### config.mk
export PLATFORM = sky130hd
export DESIGN_NAME = wave_sweep_scheduler
export DESIGN_NICKNAME = d
export VERILOG_FILES = /design/src/rtl/wave_sweep_scheduler.sv
export SDC_FILE = /design/constraint.sdc
export NUM_CORES = 1
export LEC_CHECK = 0
export ABC_AREA = 1
export CAP_MARGIN = 25
export CORE_AREA = 2 2 141 143
export CTS_CLUSTER_DIAMETER = 40
export DETAILED_ROUTE_END_ITERATION = 8
export DIE_AREA = 0 0 143 145
export GPL_ROUTABILITY_DRIVEN = 1
export PLACE_DENSITY_LB_ADDON = 0.2
export SLEW_MARGIN = 20
export SYNTH_ARGS = -nofsm -noshare
export SYNTH_HDL_FRONTEND = slang
export SYNTH_SLANG_ARGS = --single-unit
### constraint.sdc
create_clock -name clk -period 2.1 [get_ports clk]
set_input_delay 0.21 -clock clk [delete_from_list [all_inputs] [get_ports clk]]
set_output_delay 0.21 -clock clk [all_outputs]
set_load 0.02 [all_outputs]
### src/rtl/wave_sweep_scheduler.sv
// Sequences one combinational wave_unit over an N_CELLS (u,du) array in external RAM,
// running n_steps Jacobi-style sweeps with zero Dirichlet boundaries at both ends.
module wave_sweep_scheduler #(
    parameter int unsigned N_CELLS = 100,
    parameter int unsigned AW      = 7,
    parameter int unsigned DW      = 32,
    parameter int unsigned CW      = 16
) (
    input  logic          clk,
    input  logic          rst_n,
    input  logic          start,
    input  logic [CW-1:0] n_steps,
    input  logic          halt,
    output logic          busy,
    output logic          sweep_done,
    output logic          done,
    output logic          rd_en,
    output logic [AW-1:0] rd_addr,
    input  logic [DW-1:0] rd_u,
    input  logic [DW-1:0] rd_du,
    output logic          wr_en,
    output logic [AW-1:0] wr_addr,
    output logic [DW-1:0] wr_u,
    output logic [DW-1:0] wr_du,
    output logic [DW-1:0] wu_u,
    output logic [DW-1:0] wu_du,
    output logic [DW-1:0] wu_uL,
    output logic [DW-1:0] wu_uR,
    input  logic [DW-1:0] wu_u_new,
    input  logic [DW-1:0] wu_du_new
);

    typedef enum logic [2:0] {
        S_IDLE,
        S_FETCH0,
        S_FETCH1,
        S_CALC,
        S_FIN
    } state_t;

    state_t        state, state_nxt;
    logic [AW-1:0] idx;
    logic [CW-1:0] n_lat;
    logic [CW-1:0] sweep_cnt;
    logic          halt_seen;
    logic          sweep_done_q;
    logic [DW-1:0] prev_u;
    logic [DW-1:0] cur_u;
    logic [DW-1:0] cur_du;
    logic          last_cell;
    logic          run_end;
    logic          fetch_ahead;

    assign last_cell   = (idx == AW'(N_CELLS - 1));
    assign fetch_ahead = ((32'(idx) + 32'd2) < N_CELLS);
    // Decided during the last CALC cycle, so a halt arriving in that very cycle still counts.
    assign run_end     = ((sweep_cnt + 1'b1) == n_lat) || halt_seen || halt;

    assign wr_u       = wu_u_new;
    assign wr_du      = wu_du_new;
    assign sweep_done = sweep_done_q;

    always_comb begin
        state_nxt = state;
        busy      = 1'b0;
        done      = 1'b0;
        rd_en     = 1'b0;
        rd_addr   = '0;
        wr_en     = 1'b0;
        wr_addr   = '0;
        wu_u      = '0;
        wu_du     = '0;
        wu_uL     = '0;
        wu_uR     = '0;
        case (state)
            S_IDLE: begin
                if (start) state_nxt = (n_steps == '0) ? S_FIN : S_FETCH0;
            end
            S_FETCH0: begin
                busy      = 1'b1;
                rd_en     = 1'b1;
                state_nxt = S_FETCH1;
            end
            S_FETCH1: begin
                busy      = 1'b1;
                rd_en     = 1'b1;
                rd_addr   = AW'(1);
                state_nxt = S_CALC;
            end
            S_CALC: begin
                busy    = 1'b1;
                wr_en   = 1'b1;
                wr_addr = idx;
                wu_uL   = prev_u;
                wu_u    = cur_u;
                wu_du   = cur_du;
                wu_uR   = last_cell ? '0 : rd_u;
                if (fetch_ahead) begin
                    rd_en   = 1'b1;
                    rd_addr = AW'(32'(idx) + 32'd2);
                end
                if (last_cell) state_nxt = run_end ? S_FIN : S_FETCH0;
            end
            S_FIN: begin
                done      = 1'b1;
                state_nxt = S_IDLE;
            end
            default: state_nxt = S_IDLE;
        endcase
    end

    always_ff @(posedge clk or negedge rst_n) begin
        if (!rst_n) begin
            state        <= S_IDLE;
            idx          <= '0;
            n_lat        <= '0;
            sweep_cnt    <= '0;
            halt_seen    <= 1'b0;
            sweep_done_q <= 1'b0;
            prev_u       <= '0;
            cur_u        <= '0;
            cur_du       <= '0;
        end else begin
            state        <= state_nxt;
            sweep_done_q <= 1'b0;
            if (state != S_IDLE && halt) halt_seen <= 1'b1;
            case (state)
                S_IDLE: begin
                    if (start) begin
                        n_lat     <= n_steps;
                        sweep_cnt <= '0;
                        halt_seen <= 1'b0;
                    end
                end
                S_FETCH1: begin
                    cur_u  <= rd_u;
                    cur_du <= rd_du;
                    prev_u <= '0;
                    idx    <= '0;
                end
                S_CALC: begin
                    // Window slides on old values; write-back never feeds the next cell.
                    prev_u <= cur_u;
                    cur_u  <= rd_u;
                    cur_du <= rd_du;
                    if (last_cell) begin
                        idx          <= '0;
                        sweep_done_q <= 1'b1;
                        sweep_cnt    <= sweep_cnt + 1'b1;
                    end else begin
                        idx <= idx + 1'b1;
                    end
                end
                default: ;
            endcase
        end
    end

endmodule

# Word-level counts from Yosys, hierarchy flattened
# Index checks and enable logic that the tools add are counted.
[word_totals] register_bits=140 out_inout_bits=211 elab_cells=64 in_bits=148
[op_classes] eq_ne=8 order_cmp=1 muxes=29 n_reduce_logical=14 add_sub_neg=3
[ops] op="$mux W32" n=5
[ops] op="$pmux W32 S2" n=1
[ops] op="$lt A32 B7 Y1 const B" n=1
[ops] op="$mux W16" n=2
[ops] op="$pmux W16 S2" n=1
[ops] op="$pmux W7 S2" n=2
[ops] op="$mux W7" n=3
[ops] op="$add A16 B1 Y16 const B" n=1
[ops] op="$eq A16 B16 Y1" n=1
[ops] op="$logic_not A16 Y1" n=1
[ops] op="$mux W3" n=4
[ops] op="$pmux W3 S4" n=1
[ops] op="$mux W1" n=9
[ops] op="$add A7 B2 Y8 const B" n=1
[ops] op="$add A7 B1 Y7 const B" n=1
[ops] op="$eq A7 B7 Y1 const B" n=1
[ops] op="$eq A3 B2 Y1 const B" n=2
[ops] op="$ne A2 B2 Y1 const B" n=2
[ops] op="$reduce_and A2 Y1" n=2
[ops] op="$reduce_bool A2 Y1" n=2
[ops] op="$reduce_or A2 Y1" n=2
[ops] op="$eq A3 B1 Y1 const B" n=1
[ops] op="$eq A3 B3 Y1 const B" n=1
[ops] op="$logic_not A3 Y1" n=1
[ops] op="other kinds (6)" n=7

# Logic depth before layout (Yosys ltp)
# Gate-level depths: netlist of run 1.
[depth] ltp_word=7 mapped_depth=16

# Worst setup path before layout of run 1
# Ideal clock, no wire load.
[synth_path] path_kind="reg-to-output" startpoint="register state[2]" endpoint="output port wu_u[19]" slack_ns=0.254 arrival_ns=1.636 stages_incl_launch_ff=8 n_path_buf=2 path_cell_list="dfrtp_1 -> nor2_2 -> inv_1 -> nor2_8 -> inv_2 -> clkbuf_1 -> clkbuf_1 -> nor2_1"
[synth_between] elab_chain_cells=2
[synth_lines] element="start: declaration" line_no="41" text="state_t state, state_nxt;"
[synth_lines] element="start signal: assignment" line_no="124" text="state <= state_nxt;"
[synth_lines] element="$eq A3 B2 Y1" line_no="75" text="case (state)"
[synth_lines] element="$mux W32" line_no="75"
[synth_lines] element="end: declaration" line_no="25" text="output logic [DW-1:0] wu_u,"
# Every way passes these cells.

# Worst setup path after layout of run 1
[layout_path] startpoint="register idx[2]" endpoint="output port rd_addr[1]"
[layout_between] elab_chain_cells=4
[layout_lines] element="start: declaration" line_no="42" text="logic [AW-1:0] idx;"
[layout_lines] element="start signal: assignment" line_no="151" text="idx <= idx + 1'b1;"
[layout_lines] element="$add A7 B2 Y8"
[layout_lines] element="$lt A32 B7 Y1" line_no="55" text="assign fetch_ahead = ((32'(idx) + 32'd2) < N_CELLS);"
[layout_lines] element="$mux W7" line_no="98" text="if (fetch_ahead) begin"
[layout_lines] element="$pmux W7 S2" line_no="75"
[layout_lines] element="end: declaration" line_no="18" text="output logic [AW-1:0] rd_addr,"
# Every way passes these cells.

==> out/metrics.csv, run 1 <==
metric,value,unit
n_antenna_cell,0,
synthAdderAreaFrac,0.00500,
finalSetupViolations,24,
grt_use_met2,0.342,
crit_path_cell_trace,nand3_2 -> buf_4 -> xor2_2 -> a31oi_2 -> a21oi_2 -> nand2_2 -> nor2_1 -> buf_4,
grt_use_total,0.214,
antenna_found_initial,0,
cp_slowest_stage_delay,0.44,ns
post-route-period-util,1.05,
vdd_drop_max,433,uV
min_path_type,primary input to asynchronous set/reset pin,
crit_arrival,1.99,ns
fin_ws,-0.0986,ns
synth-simple-area-share,0.238,
synth_area_leader_cell,dfrtp_1,
grt_pass1_vias,6942,
crit_path_end_kind,primary output,
cts_root_buf,clkbuf_16,
ys_types,30,
clock-sinks,140,
final.min_clock_period,2.20,ns
syn_inst,1004,
worst_pin_slew,0.662,ns
wl,22200,um
hold_viol,0,
synth_compound_area_frac,0.107,
gp_congestion,0.837,
synth-edff-count,0,
port_buffers,230,
grt_max_degree,104,
start_util,0.391,
yosysMostFrequentCell,nand2_1,
htree_levels,4,
worst-path-max-fanout,7,
ioPinCount,359,
violations,negative setup slack,
drt-initial-drc-count,320,
rows,51,
chipHeight,145,um
p_per_area,618,mW/mm^2
slew_violations,0,
fin_nets,1362,
drc_errors,0,
area_growth,44.0,%
required,1.89,ns
busiest_layer,met2,
ys_seq_area_frac,0.467,
grt_pass1_wl,35100,um
timing.setup.tns,-0.860,ns
dp_hpwl,14700,um
dr.pass1.iters,5,
power,6.68,mW
synth_top_family_by_area,simple AND/OR/NAND/NOR gates,
num_vias,7013,
overflow,0,
synth_area_leaders,"dfrtp_1, nand2_1, nor2_1",
cts_tree,done,
finClkSkew,0.0131,ns
syn_avg_cell_area,7.48,um^2
ant_nets,0,
die_w,143,um
clkTransAtPathRegs,0.06,ns
synth_ff_type,dfrtp_1,
synth-xor-area-share,0.0147,
synth_top_area_share,0.467,
slew_headroom,0.558,
syn_nets,1155,
ys_warn_count,0,
rsz0062_at_grt,yes,
start_kind,flop,
synth-async-reset-ratio,1.00,
grtUsageMet1,0.262,
grt_use_met3,0.0729,
clockBufferDepth,2,
drive_above_1_share,0.277,
ys_ff_latch,140,
synth_mux_area_frac,0,
status,"complete, but fails checks",
cpLargestDelayFamily,flip-flops,
core_region_area,0.0192,mm^2
cpMostUsedCell,buf_4,
p_leak,5.77,nW
max_cap_viol_count,0,
avgViaCountPerCell,4.71,
fillers,1815,
clk_latency,0.42,ns
dieArea,0.0207,mm^2
synth_common_cells,"nand2_1, nor2_1, inv_1",
netlist_area,0.00751,mm^2
path_buf_inv,2,
wl_per_cell,14.9,um
slowest_stage,dfrtp_2,
clock.fmax,455,MHz
cts_made_buffers,17,
criticalPathCategory,flop to primary output,
[layout by cell type, fill, tap and decap left out, types with 28 or more instances in the layout]
master | netlist | layout
inv_1 | 158 | 155
o21ai_0 | 90 | 85
buf_4 | 64 | 54
nand2_1 | 204 | 164
clkdlybuf4s50_1 | 0 | 85
nand2_4 | 0 | 28
nor2_1 | 174 | 140
dfrtp_1 | 140 | 138
buf_6 | 1 | 38
buf_2 | 12 | 32
o22ai_1 | 46 | 46
clkbuf_2 | 0 | 66
[per-layer routing]
layer  wire length (um)  up-vias
li1                   -     3464
met1               9250     3293
met2              10900      209
met3               1460       47
met4                568        0
met5                  0        -
[path summary, 6_finish.rpt]
kind,startpoint,endpoint,slack (ns),cells past startpoint
setup / recovery,idx[2],rd_addr[1],-0.1,8
hold / removal,rst_n,sweep_cnt[5],0.30,2
setup reg to reg,idx[3],sweep_cnt[3],0.12,13
hold reg to reg,n_lat[6],n_lat[6],0.52,2
max in group asynchronous,rst_n,prev_u[25],1.11,3
min in group clk,rd_du[21],cur_du[21],0.34,3
[layout make-up]
type                            count  area, um^2  share of cell area
Clock inverter                     14         148              0.0137
Sequential cell                   140        3510               0.324
Tap cell                          265         332              0.0307
Multi-Input combinational cell    596        3190               0.295
Inverter                          159         604              0.0559
Clock buffer                       18         439              0.0406
Timing Repair Buffer              297        2600               0.240
[cell families (layout without fill, tap and decap cells)]
group	count (synthesis)	after routing
adders and majority gates	3	3
buffers and inverters	268	488
AOI/OAI and AO/OA	147	147
DFF	140	140
and+or+nand+nor	435	435
xor gates and xnor gates	11	11
[through the flow]
stage          area, um^2  hold slack [ns]  instances  setup WS [ns]  utilization
2_1_floorplan        7510          -0.0856       1004          0.254            -
3_3_place_gp         9810            0.203       1424         -0.175        0.511
3_5_place_dp         9810            0.206       1424         -0.211        0.511
4_1_cts             10600            0.321       1475        -0.0779        0.553
5_1_grt             10800            0.337       1489         -0.238        0.563
6_report            10800            0.300       1489        -0.0986        0.563
[sequential cells by signal, indices dropped and copies added (netlist names)]
register / count
cur_u: 32
halt_seen: 1
prev_u: 32
n_lat: 16
sweep_cnt: 16
sweep_done: 1
cur_du: 32
state: 3
idx: 7
[timing repair]
action	CTS	global route
hold buffers	1	0
endpoints found under the setup margin	187	195
hold endpoints to repair	49	0
setup buffers	14	13
gates cloned	5	1
pin swaps	12	33
gates resized for setup	421	303
[where the power goes]
| part | leakage [nW] | switching (mW) | internal (mW) |
|---|---|---|---|
| Sequential | 1.61 | 0.0237 | 2.79 |
| Combinational | 3.87 | 0.483 | 0.373 |
| Clock | 0.292 | 1.30 | 1.71 |
(Power assumes the default switching activity.)
==> inputs of run 2 (changes only) <==
--- a/config.mk
+++ b/config.mk
@@ -9,6 +9,7 @@
 export CAP_MARGIN = 25
 export CORE_AREA = 2 2 141 143
 export CTS_CLUSTER_DIAMETER = 40
+export CTS_CLUSTER_SIZE = 30
 export DETAILED_ROUTE_END_ITERATION = 8
 export DIE_AREA = 0 0 143 145
 export GPL_ROUTABILITY_DRIVEN = 1
==> results of run 2 <==
Final layout, timing and power as in run 1 (identical DEF).
==> inputs of run 3 (changes only) <==
--- a/config.mk
+++ b/config.mk
@@ -9,12 +9,14 @@
 export CAP_MARGIN = 25
 export CORE_AREA = 2 2 141 143
 export CTS_CLUSTER_DIAMETER = 40
-export CTS_CLUSTER_SIZE = 30
+export CTS_CLUSTER_SIZE = 8
 export DETAILED_ROUTE_END_ITERATION = 8
 export DIE_AREA = 0 0 143 145
 export GPL_ROUTABILITY_DRIVEN = 1
+export HOLD_SLACK_MARGIN = 0.02
 export PLACE_DENSITY_LB_ADDON = 0.2
 export SLEW_MARGIN = 20
 export SYNTH_ARGS = -nofsm -noshare
 export SYNTH_HDL_FRONTEND = slang
 export SYNTH_SLANG_ARGS = --single-unit
+export TNS_END_PERCENT = 10
==> run 3 against run 2 <==
  * The run still ends with negative setup slack left
  * Core utilization shrank 1.9 points
  * Flip-flop and latch count did not move
  * Die area is the same
  * Hold slack worse by 0.0025 ns
  * Clock-buffer cell count unchanged
==> out/metrics.csv, run 3 (synthesis gave the netlist of run 1 again) <==
metric,value,unit,change
die_w,143,um,unchanged
dr.pass1.iters,5,,unchanged
clock.fmax,455,MHz,about the same
reg_top3,"cur_du (32), cur_u (32), prev_u (32)",,
crit_arrival,1.99,ns,about the same
p_int,4.85,mW,-0.46%
avgViaCountPerCell,4.70,,-0.13%
final.min_clock_period,2.20,ns,+0.000797 ns
power,6.63,mW,-0.65%
cts_root_buf,clkbuf_16,,
grt_use_total,0.214,,-0.000698
crit_path_end_kind,primary output,,
ant_nets,0,,unchanged
clkTransAtPathRegs,0.06,ns,about the same
clk_latency,0.42,ns,about the same
dp_hpwl,14700,um,unchanged
overflow,0,,unchanged
finalSetupViolations,29,,+21%
max_cap_viol_count,0,,unchanged
post-route-period-util,1.05,,about the same
grtUsageMet1,0.260,,-0.00212
antenna_found_initial,0,,unchanged
fin_ws,-0.0994,ns,-0.000797 ns
wl,21800,um,-1.9%
vdd_drop_max,433,uV,about the same
worst_pin_slew,0.667,ns,+0.00502 ns
dieArea,0.0207,mm^2,unchanged
swShare,0.269,,-0.00145
grt_use_met3,0.0756,,+0.00264
pwr-share-clk,0.453,,+0.002
slew_violations,0,,unchanged
gp_congestion,0.837,,unchanged
criticalPathCategory,flop to primary output,,
rows,51,,unchanged
hold_viol,0,,unchanged
min_path_type,primary input to asynchronous set/reset pin,,
cts_tree,done,,
busiest_layer,met2,,
n_antenna_cell,0,,unchanged
start_kind,flop,,
p_sw,1.78,mW,-1.2%
drc_errors,0,,unchanged
reg2reg_from,idx[3],,
p_per_area,635,mW/mm^2,+2.8%
status,"complete, but fails checks",,
chipHeight,145,um,unchanged
worst-path-max-fanout,7,,unchanged
violations,negative setup slack,,
required,1.89,ns,about the same
hold_slack,0.298,ns,-0.00246 ns
combPwrFrac,0.123,,-0.005
grt_pass1_vias,6925,,-0.24%
seqPwrFrac,0.424,,+0.003
area_growth,39.1,%,
finClkSkew,0.0133,ns,+0.000174 ns
p_leak,5.68,nW,-1.7%
final_common_cell,nand2_1,,
fin_nets,1354,,-0.59%
startpoint,idx[2],,
drt-initial-drc-count,305,,-4.7%
grt_max_degree,104,,unchanged
clock-sinks,140,,unchanged
final_cell_mix,"nand2_1, nor2_1, inv_1, dfrtp_1, o21ai_0",,
grt_pass1_wl,34900,um,-0.47%
drive_above_1_share,0.242,,-0.0352
core_region_area,0.0192,mm^2,unchanged
htree_levels,4,,unchanged
cts_made_buffers,17,,unchanged
port_buffers,230,,unchanged
clockBufferDepth,2,,unchanged
rsz0062_at_grt,yes,,
ioPinCount,359,,unchanged
num_vias,6966,,-0.67%
slew_headroom,0.555,,-0.00335
wl_per_cell,14.7,um,-1.3%
start_util,0.391,,unchanged
grt_use_met2,0.336,,-0.00526
[run 3: changes by cell type in the layout (fill, tap and decap cells not counted), sizes merged]
cell and delta:
clkdlybuf4s15 +2, buf -10
[run 3: metrics by stage]
step / setup TNS, ns / setup slack (ns) / utilization / cells / cell area [um^2]
5_1_grt: -6.22 / -0.238 / 0.544 / 1481 / 10400
3_5_place_dp: -6.02 / -0.211 / 0.511 / 1424 / 9810
4_1_cts: -1.77 / -0.124 / 0.552 / 1474 / 10600
2_1_floorplan: 0 / 0.254 / - / 1004 / 7510
3_3_place_gp: -3.93 / -0.175 / 0.511 / 1424 / 9810
6_report: -2.06 / -0.0994 / 0.544 / 1481 / 10400
[run 3: area by class of cell]
type                            instances  area, um^2
Tap cell                              265         332
Fill cell                            1874        8760
Sequential cell                       140        3510
Inverter                              159         604
Timing Repair Buffer                  289        2450
Clock buffer                           18         439
Clock inverter                         14         148
Multi-Input combinational cell        596        2970
[run 3: worst max-delay path, stage by stage (launching register included)]
cell	delay (ns)
dfrtp_2	0.44
nand3_2	0.10
buf_4	0.12
xor2_2	0.19
a31oi_2	0.12
a21oi_2	0.18
nand2_2	0.14
nor2_1	0.13
buf_4	0.14
[run 3: power by group through the flow]
stage	combinational (mW)	sequential (mW)	clock [mW]
2_1_floorplan	0.543	2.86	0
4_1_cts	0.843	2.81	3.08
3_3_place_gp	0.903	2.86	0
6_report	0.816	2.81	3.00
3_5_place_dp	0.903	2.86	0
5_1_grt	0.898	2.82	3.19
[run 3: path summary, 6_finish.rpt]
kind                            slack (ns)  cells past startpoint      endpoint
worst max-delay path                  -0.1                      8    rd_addr[1]
worst min-delay path                  0.30                      2  sweep_cnt[5]
worst max register to register        0.11                     13  sweep_cnt[6]
worst min register to register        0.52                      2      n_lat[4]
max in group asynchronous             1.11                      3    prev_u[25]
min in group clk                      0.34                      3    cur_du[21]
[run 3: timing repair]
action | CTS | global route
cloned | 5 | 1
endpoints found under the hold margin | 49 | 0
pin swaps | 11 | 18
hold buffers | 1 | 0
setup endpoints to repair | 187 | 205
gates resized for setup | 414 | 219
buffers inserted | 13 | 6
[run 3: routing by layer]
| metal | wire length (um) | up-vias | share of wire |
|---|---|---|---|
| met1 | 9140 | 3243 | 0.42 |
| met5 | 0 | - | 0 |
| li1 | - | 3449 | - |
| met3 | 1490 | 49 | 0.068 |
| met2 | 10400 | 225 | 0.48 |
| met4 | 682 | 0 | 0.031 |
